`src/rtl/alu_issuer.sv`:
```
// Command FIFO + issue sequencer that drives an external combinational ALU and returns tagged responses.
// Optional macro ALU_ISSUER_FLAGCHK_EN adds a check of returned ALU class flags against the opcode.
module alu_issuer #(
    parameter int FIFO_DEPTH = 4
) (
    input  logic        clk,
    input  logic        rst_n,
    input  logic        cmd_valid,
    output logic        cmd_ready,
    input  logic [3:0]  cmd_opcode,
    input  logic [15:0] cmd_a,
    input  logic [15:0] cmd_b,
    input  logic [3:0]  cmd_tag,
    output logic [3:0]  alu_opcode,
    output logic [15:0] alu_op1,
    output logic [15:0] alu_op2,
    input  logic [15:0] alu_out,
    input  logic        alu_arith_flag,
    input  logic        alu_logic_flag,
    input  logic        alu_cmp_flag,
    input  logic        alu_shift_flag,
    output logic        rsp_valid,
    input  logic        rsp_ready,
    output logic [15:0] rsp_data,
    output logic [3:0]  rsp_tag,
    output logic [3:0]  rsp_class,
    output logic        rsp_divz,
    output logic        rsp_err,
    output logic        busy
);

    // state | meaning
    // IDLE  | nothing in flight; waits for a queued command
    // ISSUE | alu_* driven, ALU settling; result captured at end of cycle
    // RESP  | response presented until rsp_ready
    typedef enum logic [1:0] {
        S_IDLE  = 2'd0,
        S_ISSUE = 2'd1,
        S_RESP  = 2'd2
    } state_t;

    typedef struct packed {
        logic [3:0]  opcode;
        logic [15:0] a;
        logic [15:0] b;
        logic [3:0]  tag;
    } cmd_t;

    localparam int AW = (FIFO_DEPTH > 1) ? $clog2(FIFO_DEPTH) : 1;
    localparam int CW = $clog2(FIFO_DEPTH + 1);

    state_t         r_state;
    state_t         w_nxt_state;
    cmd_t           r_mem [FIFO_DEPTH];
    logic [AW-1:0]  r_wr_ptr;
    logic [AW-1:0]  r_rd_ptr;
    logic [CW-1:0]  r_count;
    logic           w_full;
    logic           w_empty;
    logic           w_push;
    logic           w_pop;
    logic           w_load;
    logic           w_capture;
    cmd_t           w_head;
    cmd_t           w_cmd_in;
    logic           w_divz;
    logic [3:0]     w_class;

    logic [3:0]     r_alu_opcode;
    logic [15:0]    r_alu_op1;
    logic [15:0]    r_alu_op2;
    logic [15:0]    r_rsp_data;
    logic [3:0]     r_rsp_tag;
    logic [3:0]     r_rsp_class;
    logic           r_rsp_divz;

    assign w_full    = (r_count == CW'(FIFO_DEPTH));
    assign w_empty   = (r_count == '0);
    assign cmd_ready = !w_full;
    assign w_push    = cmd_valid && !w_full;
    assign w_pop     = w_capture;
    assign w_head    = r_mem[r_rd_ptr];
    assign w_cmd_in  = '{opcode: cmd_opcode, a: cmd_a, b: cmd_b, tag: cmd_tag};

    always_ff @(posedge clk) begin
        if (w_push) begin
            r_mem[r_wr_ptr] <= w_cmd_in;
        end
    end

    always_ff @(posedge clk or negedge rst_n) begin
        if (!rst_n) begin
            r_wr_ptr <= '0;
            r_rd_ptr <= '0;
            r_count  <= '0;
        end else begin
            if (w_push) begin
                r_wr_ptr <= r_wr_ptr + AW'(1);
            end
            if (w_pop) begin
                r_rd_ptr <= r_rd_ptr + AW'(1);
            end
            if (w_push && !w_pop) begin
                r_count <= r_count + CW'(1);
            end else if (!w_push && w_pop) begin
                r_count <= r_count - CW'(1);
            end
        end
    end

    always_ff @(posedge clk or negedge rst_n) begin
        if (!rst_n) begin
            r_state <= S_IDLE;
        end else begin
            r_state <= w_nxt_state;
        end
    end

    // A push landing on the same edge is not visible here: r_count is pre-edge.
    always_comb begin
        w_nxt_state = r_state;
        w_load      = 1'b0;
        w_capture   = 1'b0;
        case (r_state)
            S_IDLE: begin
                if (!w_empty) begin
                    w_load      = 1'b1;
                    w_nxt_state = S_ISSUE;
                end
            end
            S_ISSUE: begin
                w_capture   = 1'b1;
                w_nxt_state = S_RESP;
            end
            S_RESP: begin
                if (rsp_ready) begin
                    if (!w_empty) begin
                        w_load      = 1'b1;
                        w_nxt_state = S_ISSUE;
                    end else begin
                        w_nxt_state = S_IDLE;
                    end
                end
            end
            default: begin
                w_nxt_state = S_IDLE;
            end
        endcase
    end

    assign w_divz  = (r_alu_opcode == 4'b0011) && (r_alu_op2 == 16'h0000);
    assign w_class = {alu_arith_flag, alu_logic_flag, alu_cmp_flag, alu_shift_flag};

    always_ff @(posedge clk or negedge rst_n) begin
        if (!rst_n) begin
            r_alu_opcode <= '0;
            r_alu_op1    <= '0;
            r_alu_op2    <= '0;
        end else if (w_load) begin
            r_alu_opcode <= w_head.opcode;
            r_alu_op1    <= w_head.a;
            r_alu_op2    <= w_head.b;
        end
    end

    // The head entry is still the in-flight command during ISSUE; it is popped on this edge.
    always_ff @(posedge clk or negedge rst_n) begin
        if (!rst_n) begin
            r_rsp_data  <= '0;
            r_rsp_tag   <= '0;
            r_rsp_class <= '0;
            r_rsp_divz  <= 1'b0;
        end else if (w_capture) begin
            r_rsp_data  <= w_divz ? 16'hFFFF : alu_out;
            r_rsp_tag   <= w_head.tag;
            r_rsp_class <= w_class;
            r_rsp_divz  <= w_divz;
        end
    end

`ifdef ALU_ISSUER_FLAGCHK_EN
    logic       r_rsp_err;
    logic [3:0] w_exp_class;

    always_comb begin
        w_exp_class = 4'b0000;
        if (r_alu_opcode <= 4'd3) begin
            w_exp_class = 4'b1000;
        end else if (r_alu_opcode <= 4'd9) begin
            w_exp_class = 4'b0100;
        end else if (r_alu_opcode <= 4'd12) begin
            w_exp_class = 4'b0010;
        end else if (r_alu_opcode <= 4'd14) begin
            w_exp_class = 4'b0001;
        end
    end

    always_ff @(posedge clk or negedge rst_n) begin
        if (!rst_n) begin
            r_rsp_err <= 1'b0;
        end else if (w_capture) begin
            r_rsp_err <= (w_class != w_exp_class);
        end
    end

    assign rsp_err = r_rsp_err;
`else
    assign rsp_err = 1'b0;
`endif

    assign alu_opcode = r_alu_opcode;
    assign alu_op1    = r_alu_op1;
    assign alu_op2    = r_alu_op2;
    assign rsp_valid  = (r_state == S_RESP);
    assign rsp_data   = r_rsp_data;
    assign rsp_tag    = r_rsp_tag;
    assign rsp_class  = r_rsp_class;
    assign rsp_divz   = r_rsp_divz;
    assign busy       = !w_empty || (r_state != S_IDLE);

endmodule
```
`config.mk`:
```
export PLATFORM = sky130hd
export DESIGN_NAME = alu_issuer
export DESIGN_NICKNAME = d
export VERILOG_FILES = /design/src/rtl/alu_issuer.sv
export SDC_FILE = /design/constraint.sdc
export NUM_CORES = 1
export LEC_CHECK = 0
export BUFFER_PORTS_ARGS = -buffer_cell sky130_fd_sc_hd__buf_4
export CAP_MARGIN = 5
export CORE_UTILIZATION = 59
export CTS_BUF_LIST = sky130_fd_sc_hd__clkbuf_8
export CTS_CLUSTER_SIZE = 16
export DETAILED_ROUTE_END_ITERATION = 8
export PLACE_DENSITY = 0.82
export REMOVE_ABC_BUFFERS = 1
export SYNTH_ARGS = -nofsm -noshare
export SYNTH_HDL_FRONTEND = slang
export SYNTH_SLANG_ARGS = --single-unit
```
`constraint.sdc`:
```
create_clock -name clk -period 2.9 [get_ports clk]
set_input_delay 0.145 -clock clk [delete_from_list [all_inputs] [get_ports clk]]
set_output_delay 0.145 -clock clk [all_outputs]
set_load 0.05 [all_outputs]
```
==> results of run 1 <==
-- worst min-delay path: cells and delay by family --
| family | cells | cell delay [ns] |
|---|---|---|
| buffers and inverters | 1 | 0.11 |
| AOI/OAI and AO/OA | 1 | 0.19 |
| xor gates and xnor gates | 1 | 0.15 |
-- registers in the layout, indices dropped and copies added (netlist names) --
register,cells
alu_op1,16
alu_op2,16
alu_opcode,4
r_count,3
r_mem,160
r_rd_ptr,2
r_state,2
r_wr_ptr,2
rsp_class,4
rsp_data,16
rsp_divz,1
rsp_tag,4
-- per-layer routing --
metal / up-vias / routed length (µm) / track usage (%)
li1: 2169 / - / -
met1: 2471 / 7030 / 30.6
met2: 197 / 8830 / 39.9
met3: 28 / 1000 / 4.20
met4: 0 / 306 / 7.61
met5: - / 0 / 0
-- stage by stage --
stage               utilization [%]  TNS [ns]  instance area [µm²]  instances
global route                   77.0         0                11100        873
detailed placement             68.2         0                 9880        745
CTS                            77.0         0                11100        873
floorplan                         -   -0.0352                 8560        424
global placement               68.2         0                 9880        745
finish                         77.0         0                11100        873
-- cells by family after synthesis --
group / synth area share, %
AO/OA/AOI/OAI: 1.35
XOR/XNOR: 0.604
adder cells (fa/ha/maj): 0.949
buffers and inverters: 1.91
flip-flops: 75.3
multiplexers: 15.8
other: 0.0431
AND/OR/NAND/NOR: 4.04
-- synthesized netlist by cell type --
master | n | share of area (%)
edfxtp_1 | 160 | 55
dfrtp_1 | 70 | 20
mux2_2 | 38 | 4.9
nor2_1 | 35 | 1.5
nand2_1 | 29 | 1.3
mux4_2 | 28 | 7.2
o22ai_1 | 16 | 1.1
mux4_1 | 12 | 3.6
buf_6 | 8 | 1.0
clkbuf_1 | 5 | 0.22
ha_1 | 5 | 0.72
and2_1 | 4 | 0.29
buf_2 | 4 | 0.23
inv_1 | 4 | 0.17
nor4_1 | 4 | 0.29
xnor2_1 | 4 | 0.40
buf_1 | 3 | 0.13
nor2b_1 | 2 | 0.14
o21ai_0 | 2 | 0.11
xor2_1 | 2 | 0.20
a21boi_1 | 1 | 0.086
buf_4 | 1 | 0.086
conb_1 | 1 | 0.043
fa_1 | 1 | 0.23
inv_2 | 1 | 0.043
nand2b_1 | 1 | 0.072
nand4_1 | 1 | 0.072
nor3_2 | 1 | 0.11
nor3_4 | 1 | 0.19
nor4bb_1 | 1 | 0.11
-- placed cells by master, fill, tap and decap left out, types with 5 or more instances in the layout --
master | netlist | routed
dlygate4sd3_1 | 0 | 62
inv_1 | 4 | 24
mux2_2 | 38 | 38
o22ai_1 | 16 | 16
nor2_1 | 35 | 35
buf_4 | 1 | 133
edfxtp_1 | 160 | 160
nand2_1 | 29 | 29
mux4_1 | 12 | 12
mux4_2 | 28 | 28
clkbuf_8 | 0 | 39
dfrtp_1 | 70 | 68
ha_1 | 5 | 5
-- worst min-delay path by stage --
| stage | cells past startpoint | slack (ns) | from | end |
|---|---|---|---|---|
| final | 3 | 0.13 | cmd_valid | r_wr_ptr[0] |
| after global routing | 3 | 0.12 | cmd_valid | r_wr_ptr[0] |
| after CTS | 3 | 0.11 | cmd_valid | r_wr_ptr[0] |
| after detailed placement | 1 | 0.35 | rst_n | rsp_data[10] |
| after global placement | 1 | 0.34 | rst_n | alu_op2[0] |
| after floorplan | 0 | -0.15 | rst_n | alu_op1[0] |
-- power by group through the flow --
stage	clock network, mW	logic (mW)	registers, mW
finish	2.41	5.22	5.08
floorplan	0	1.99	6.62
detailed placement	0	5.17	5.14
global route	2.61	5.53	5.17
CTS	2.46	5.25	5.08
global placement	0	5.03	5.06
-- cell type report --
class,instances,area (µm²)
repair buffers,199,1700
well taps,184,230
multi-input cells,189,1990
fillers,782,3330
clock buffers,39,537
flip-flops and latches,230,6560
clock inverters,27,114
inverters,5,18.8
==> reports/results.ini, run 1 <==
[final_layout]
syn_to_final_growth_pct = 28.1
layout.nets = 731
antennaDiodeCount = 0
layout-drive-gt1-share_pct = 37.2

[critical_path]
critPathKind = flip-flop to flip-flop
worstReg2RegEnd = r_count[2]
crit_path_max_incr_delay_ns = 0.47
required_ns = 3.32
slowest_stage = a21boi_1
timing.rr.start = r_count[0]
r2r_setup_slack_ns = 0.64
cp.arrival_ns = 2.68
crit_fanout = 7
crit_buf_inv = 1
critPathCapture = r_count[2]
crit_start = r_count[0]
path_cells = nor2_1 > a21boi_1 > ha_1 > inv_1 > fa_1 > xor2_1 > nor2_1 > xor2_1
cp_top_family = adder cells
start_kind = flip-flop
reg2reg_depth = 8
endpoint_kind = flip-flop
cp.depth = 8

[floorplanning]
fp.dieW_um = 123
core-area_um2 = 14500
die_area_um2 = 15200
ios = 129
rows = 44
die_h_um = 123
start_util_pct = 60.1

[logic_synthesis]
synth.distinct_cells = 30
ys_seq_elements = 230
yosys_warnings = 0
seq_area_frac_synth_pct = 75.3
synth_area_per_cell_um2 = 19.6
synthCells = 445
syn_area_um2 = 8700

[sta]
hold_viol_final = 0
fmax_mhz = 442
setup_viol = 0
period_minus_slack_ns = 2.26
period_share_pct = 78.0
timing.hold.ws_ns = 0.133
maxSlewViolCount = 0
slew_headroom_pct = 35.7
fin_skew_ns = 0.0208
worst_pin_slew_ns = 0.964
timing.final.ws_setup_ns = 0.639
rsz0062_at_grt = false

[routing]
drc = 0
ant_nets = 0
wl_per_cell_um = 19.7
via_per_inst = 5.57
drt_iter0_markers = 200
firstDrtPassIters = 6
drt_wl_total_um = 17200
dr_total_vias = 4865

[power]
seq_power_share_pct = 40.0
p_leak_nw = 4.35
combPwrFrac_pct = 41.1
p_int_mw = 7.85
finalPower_mw = 12.7
p_switching_mw = 4.86
power_density_nw_per_um2 = 1140
clkPwrFrac_pct = 19.0
switching_share_pct = 38.2
irDropWorstVdd_mv = 0.731

[clock_network]
path_clk_slew_ns = 0.06
clk_latency_ns = 0.50
ctsResizeCount = 0
post_cts_buffers = 0
clockBufferDepth = 3
cts_buffers = 36
hold_buffers = 62
cts.sinks = 230
cts_tree = done
h-tree-depth = 2
root_buffer = clkbuf_8

[placed_design]
portBuffers = 127
routabilityCongestion = 0.728
post-place-ws_ns = 0.630
place_hpwl_um = 10000

[global_routing]
track_usage_pct = 23.4
gr-total-overflow = 0
antenna_found_initial = 0
grt_pass1_wl_um = 26000
grt_max_degree = 71
grt_pass1_vias = 4925

[worst_hold_path]
hold_path.class = input port to flip-flop

[status]
status = finished, final reports clean

[flow_run]
drv_cap = 0

Note: power is estimated with default switching activity, not from simulation.
==> run 2: changes to the inputs <==
- ABC_AREA: unset -> 1
- clock period: 2.9 -> 2.2 ns (I/O delays scaled with it)
==> reports/results.ini, run 2 <==
[status]
status = complete, but fails checks
violations = DRC

[critical_path]
slowest_stage = dfrtp_1
crit_fanout = 3  ; -4
crit_path_max_incr_delay_ns = 0.43  ; -0.04 ns
cp.arrival_ns = 2.21  ; -0.47 ns
start_kind = flip-flop
worstReg2RegEnd = r_count[2]
critPathKind = flip-flop to flip-flop
timing.rr.start = r_count[0]
r2r_setup_slack_ns = 0.36  ; -0.28 ns
crit_top_cell = inv_2
endpoint_kind = flip-flop
reg2reg_depth = 10  ; +2
required_ns = 2.57  ; -0.75 ns
path_cells = inv_2 > nand3_1 > nand2_1 > inv_2 > ha_1 > inv_2 > fa_1 > a21oi_1 > o21ai_1 > xor2_1

[logic_synthesis]
synth_most_common_cell = nand2_1
yosys.area.top_type_share_pct = 53.4  ; -1.8 points
yosys-top-cells-area = edfxtp_1 53%, dfrtp_1 19%, nand2_1 7.1%
synthTopCellsByCount = 171 x nand2_1, 160 x edfxtp_1, 152 x nor2_1
synth_area_per_cell_um2 = 11.5  ; -41%
yosys_warnings = 0  ; unchanged
synth.distinct_cells = 25  ; -17%
seq_area_frac_synth_pct = 72.9  ; -2.4 points
synthCells = 780  ; +75%
synth-main-ff-cell = edfxtp_1
synth_edf_count = 160  ; unchanged
syn_area_um2 = 9000  ; +3.3%
synthArstFlopShare_pct = 30.4  ; unchanged
ys_seq_elements = 230  ; unchanged
synth_area_leader_cell = edfxtp_1

[floorplanning]
ios = 129  ; unchanged
core-area_um2 = 14700  ; +1.5%
fp.dieW_um = 125  ; +1.6%
die_area_um2 = 15700  ; +3.3%
rows = 44  ; unchanged
die_h_um = 125  ; +1.6%
start_util_pct = 61.2  ; +1.1 points

[sta]
fin_skew_ns = 0.0259  ; +0.00515 ns
hold_viol_final = 0  ; unchanged
rsz0062_at_grt = false
worst_pin_slew_ns = 0.563  ; -0.401 ns
maxSlewViolCount = 0  ; unchanged
slew_headroom_pct = 62.5  ; +27 points
setup_tns_ns = 0  ; unchanged
fmax_mhz = 543  ; +23%
period_minus_slack_ns = 1.84  ; -0.420 ns
setup_viol = 0  ; unchanged
period_share_pct = 83.7  ; +5.7 points

[final_layout]
top_register = r_mem
antennaDiodeCount = 0  ; unchanged
largest_register_ffs = 160  ; unchanged
instances_no_fill = 1199  ; +37%
nFillCells = 871  ; +11%
layout.nets = 1058  ; +45%
postLayoutCellArea_um2 = 11500  ; +3.3%
syn_to_final_growth_pct = 28.0  ; about the same
layout-drive-gt1-share_pct = 21.3  ; -16 points
final_cell_mix = 171 x nand2_1, 160 x edfxtp_1, 148 x nor2_1
layout_commonest_cell = nand2_1

[global_routing]
track_usage_pct = 26.8  ; +3.5 points
grt_pass1_wl_um = 32700  ; +26%
gr-total-overflow = 0  ; unchanged
antenna_found_initial = 0  ; unchanged
grt_max_degree = 83  ; +17%
grt_pass1_vias = 6518  ; +32%

[routing]
dr_total_vias = 6445  ; +32%
ant_nets = 0  ; unchanged
via_per_inst = 5.38  ; -3.5%
drc = 16  ; +16
firstDrtPassIters = 7  ; +1
drt_iter0_markers = 500  ; +150%
wl_per_cell_um = 17.0  ; -14%
drt_wl_total_um = 20300  ; +18%

[worst_hold_path]
hold_path.class = input port to asynchronous set/reset pin

[clock_network]
root_buffer = clkbuf_8
cts.sinks = 230  ; unchanged
path_clk_slew_ns = 0.06  ; about the same
post_cts_buffers = 0  ; unchanged
clockBufferDepth = 3  ; unchanged
h-tree-depth = 2  ; unchanged
cts_tree = done
clk_latency_ns = 0.52  ; +0.02 ns
cts_buffers = 36  ; unchanged

[power]
irDropWorstVdd_mv = 1.04  ; +43%
p_leak_nw = 4.84  ; +11%
p_int_mw = 10.0  ; +28%
switching_share_pct = 43.0  ; +4.7 points
clkPwrFrac_pct = 18.9  ; about the same
power_density_nw_per_um2 = 1530  ; +34%
seq_power_share_pct = 37.4  ; -2.6 points
combPwrFrac_pct = 43.7  ; +2.6 points
p_switching_mw = 7.56  ; +56%

[placed_design]
routabilityCongestion = 0.747  ; +2.6%
portBuffers = 127  ; unchanged
place_hpwl_um = 11200  ; +12%
placed_area_um2 = 10200  ; +3.3%
post-place-cells = 1071  ; +44%

[flow_run]
drv_cap = 0  ; unchanged

[run 2: cell count changes after synthesis, moves of 13 or more]
cell | previous run | this run
buf_2 | 4 | 18
o21ai_0 | 2 | 44
mux2_2 | 38 | 0
inv_1 | 4 | 17
nor2_1 | 35 | 152
nand2_1 | 29 | 171
o21ai_1 | 0 | 75
mux4_2 | 28 | 0
o22ai_1 | 16 | 0
[run 2: timing repair]
item,CTS,global route
gates resized for setup,0,0
endpoints found under the hold margin,218,0
hold buffers,63,0
[run 2: final cells by class]
type	instances	area [µm²]	share of cell area, %
clock inverter	25	129	1.12
inverter	27	104	0.902
multi-input combinational	485	2150	18.7
sequential	230	6560	57.0
clock buffer	40	551	4.78
timing repair buffer	208	1790	15.6
tap	184	230	2.00
[run 2: cells by family after synthesis]
group,synth area share (%)
AND/OR/NAND/NOR,14.7
flip-flops,72.9
AO/OA/AOI/OAI,7.40
buffers and inverters,3.57
adder cells (fa/ha/maj),0.918
XOR/XNOR,0.487
other,0.0417
[run 2: worst max path at each step]
stage,start,to
after global placement,r_count[0],r_count[2]
final,r_count[0],r_count[2]
after detailed placement,r_count[0],r_count[2]
after CTS,r_count[0],r_count[2]
after floorplan,r_count[0],r_mem[0][0]
after global routing,r_count[0],r_count[2]
[run 2: through the flow]
stage	worst slack (ns)	hold WS [ns]	total power, mW	util (%)
floorplan	-1.11	-0.186	11.5	-
global placement	0.443	0.122	13.9	69.4
detailed placement	0.379	0.129	14.2	69.4
CTS	0.361	0.126	17.6	78.3
global route	0.180	0.160	18.6	78.3
finish	0.359	0.140	17.6	78.3
[run 2: critical path: cells and delay by family (launching register included)]
family	cells	cell delay [ns]
AND/OR/NAND/NOR	2	0.20
flip-flops	1	0.43
AO/OA/AOI/OAI	2	0.24
XOR/XNOR	1	0.15
buffers and inverters	3	0.18
adder cells (fa/ha/maj)	2	0.52
[run 2: routing by layer]
layer | vias to the layer above | global-route usage (%) | wire length (µm)
met4 | 0 | 8.90 | 405
met3 | 34 | 6.50 | 1630
met1 | 3103 | 34.2 | 8140
li1 | 3037 | - | -
met5 | - | 0 | 0
met2 | 271 | 45.4 | 10200
[run 2: power by group through the flow]
stage                     Combinational, mW  Clock, mW  Sequential (mW)
final                                  7.69       3.33             6.58
after global routing                   8.31       3.61             6.70
after CTS                              7.68       3.38             6.56
after detailed placement               7.54          0             6.62
after global placement                 7.32          0             6.56
after floorplan                        2.94          0             8.58
==> run 3: changes to the inputs <==
- ABC_AREA: 1 -> 0
- clock period: 2.2 -> 1.7 ns (I/O delays scaled with it)
==> reports/results.ini, run 3 (same netlist as run 1, synthesis figures left out) <==
[final_layout]
antennaDiodeCount = 0  ; unchanged
layout.nets = 749  ; -29%
top_register = r_mem
layout_commonest_cell = edfxtp_1
layout-drive-gt1-share_pct = 40.1  ; +19 points
final_cell_mix = 160 x edfxtp_1, 140 x buf_4, 68 x dfrtp_1
regArea_um2 = 6560  ; about the same
multi_input_area_um2 = 2010  ; -6.6%
syn_to_final_growth_pct = 32.1
nFillCells = 737  ; -15%
largest_register_ffs = 160  ; unchanged

[routing]
ant_nets = 0  ; unchanged
dr_total_vias = 4921  ; -24%
wl_per_cell_um = 20.1  ; +19%
firstDrtPassIters = 4  ; -3
drc = 0  ; -16
via_per_inst = 5.53  ; +2.9%
drt_wl_total_um = 17900  ; -12%
drt_iter0_markers = 211  ; -58%

[status]
violations = setup timing
status = complete, but fails checks

[critical_path]
crit_start = r_count[0]
crit_fanout = 2  ; -1
r2r_setup_slack_ns = -0.04  ; -0.40 ns
worstReg2RegEnd = r_count[2]
critPathCapture = r_count[2]
start_kind = flip-flop
cp.arrival_ns = 2.16  ; -0.05 ns
timing.rr.start = r_count[0]
required_ns = 2.12  ; -0.45 ns
critPathKind = flip-flop to flip-flop
reg2reg_depth = 8  ; -2
endpoint_kind = flip-flop

[placed_design]
place_hpwl_um = 10300  ; -7.6%
routabilityCongestion = 0.775  ; +3.7%
portBuffers = 127  ; unchanged
post-place-ws_ns = -0.0346  ; -0.414 ns

[floorplanning]
rows = 44  ; unchanged
start_util_pct = 60.1  ; -1.1 points
die_h_um = 123  ; -1.6%
fp.dieW_um = 123  ; -1.6%
die_area_um2 = 15200  ; -3.2%
ios = 129  ; unchanged
core-area_um2 = 14500  ; -1.5%

[clock_network]
root_buffer = clkbuf_8
cts_buffers = 36  ; unchanged
cts.sinks = 230  ; unchanged
path_clk_slew_ns = 0.06  ; about the same
h-tree-depth = 2  ; unchanged
clockBufferDepth = 3  ; unchanged
cts_tree = done
clk_latency_ns = 0.52  ; about the same

[global_routing]
track_usage_pct = 24.7  ; -2.1 points
antenna_found_initial = 0  ; unchanged
gr-total-overflow = 0  ; unchanged
grt_max_degree = 41  ; -51%
grt_pass1_vias = 5444  ; -16%
grt_pass1_wl_um = 27500  ; -16%

[power]
irDropWorstVdd_mv = 1.26  ; +20%
switching_share_pct = 37.3  ; -5.7 points
finalPower_mw = 22.7  ; +29%
p_switching_mw = 8.46  ; +12%
clkPwrFrac_pct = 20.1  ; +1.2 points
p_int_mw = 14.2  ; +42%
combPwrFrac_pct = 42.1  ; -1.6 points
power_density_nw_per_um2 = 1970  ; +29%
seq_power_share_pct = 37.8  ; +0.4 points
p_leak_nw = 4.49  ; -7.2%

[flow_run]
drv_cap = 0  ; unchanged

[sta]
rsz0062_at_grt = true
setup_viol = 1  ; +1
period_share_pct = 102  ; +18 points
hold_viol_final = 0  ; unchanged
period_minus_slack_ns = 1.74  ; -0.104 ns
fmax_mhz = 576  ; +6.0%
maxSlewViolCount = 0  ; unchanged
timing.final.ws_setup_ns = -0.0371  ; -0.396 ns
fin_skew_ns = 0.0277  ; +0.00176 ns

[worst_hold_path]
hold_path.class = input port to asynchronous set/reset pin

## run 3: cell types whose count changed in the layout (fill, tap and decap cells not counted), moves of 16 or more
cell and change:
mux4_2 +28, o22ai_1 +16, o21ai_0 -42, mux2_2 +38
nor2_1 -114, nand2_1 -143, o21ai_1 -75, inv_1 -18
## run 3: worst min path at each step
stage | from | endpoint | cells after the start
after global routing | rst_n | alu_op2[9] | 2
after global placement | rst_n | alu_op2[1] | 1
after detailed placement | rst_n | alu_op2[1] | 1
after CTS | rst_n | alu_opcode[0] | 2
final | rst_n | alu_opcode[1] | 2
after floorplan | rst_n | alu_op1[0] | 0
## run 3: final cells by class
cell class | instances | area share [%]
Inverter | 5 | 0.163
Sequential cell | 230 | 57.1
Clock inverter | 24 | 1.34
Clock buffer | 41 | 4.91
Tap cell | 184 | 2.00
Multi-Input combinational cell | 189 | 17.5
Timing Repair Buffer | 217 | 17.1
## run 3: metrics by stage
step                setup TNS [ns]  std cells  hold WS, ns  cell area, µm²  util (%)
floorplan                  -142.55        424       -0.211            8560         -
global placement                 0        761       0.0727           10100      69.9
detailed placement         -0.0346        761       0.0705           10100      69.9
CTS                        -0.0154        889       0.0759           11500      79.2
global route                -0.199        890        0.114           11500      79.4
finish                     -0.0371        890       0.0781           11500      79.4
## run 3: worst max-delay path, stage by stage, from the launching register on
cell and delay, ns:
dfrtp_1 0.38, nor2_2 0.06, a21boi_2 0.18, ha_2 0.22
inv_2 0.04, fa_1 0.36, xor2_1 0.15, nor2_1 0.12
xor2_1 0.16
## run 3: timing repair
action,in CTS,in global routing
setup buffers,1,1
gates resized for setup,1,6
hold buffers,62,0
endpoints found under the setup margin,3,108
hold endpoints to repair,251,0
pin swaps,1,2
## run 3: power groups by stage
stage | sequential (mW) | clock [mW] | combinational (mW)
after floorplan | 11.3 | 0 | 3.39
after global placement | 8.52 | 0 | 9.16
after detailed placement | 8.63 | 0 | 9.41
after CTS | 8.54 | 4.61 | 9.56
after global routing | 8.72 | 4.86 | 10.1
final | 8.57 | 4.56 | 9.55
## run 3: routing by layer
metal  GRT usage [%]  routed length (µm)
met5               0                   0
met4            8.43                 272
met3            6.18                1100
met2            43.0                9390
met1            30.2                7150
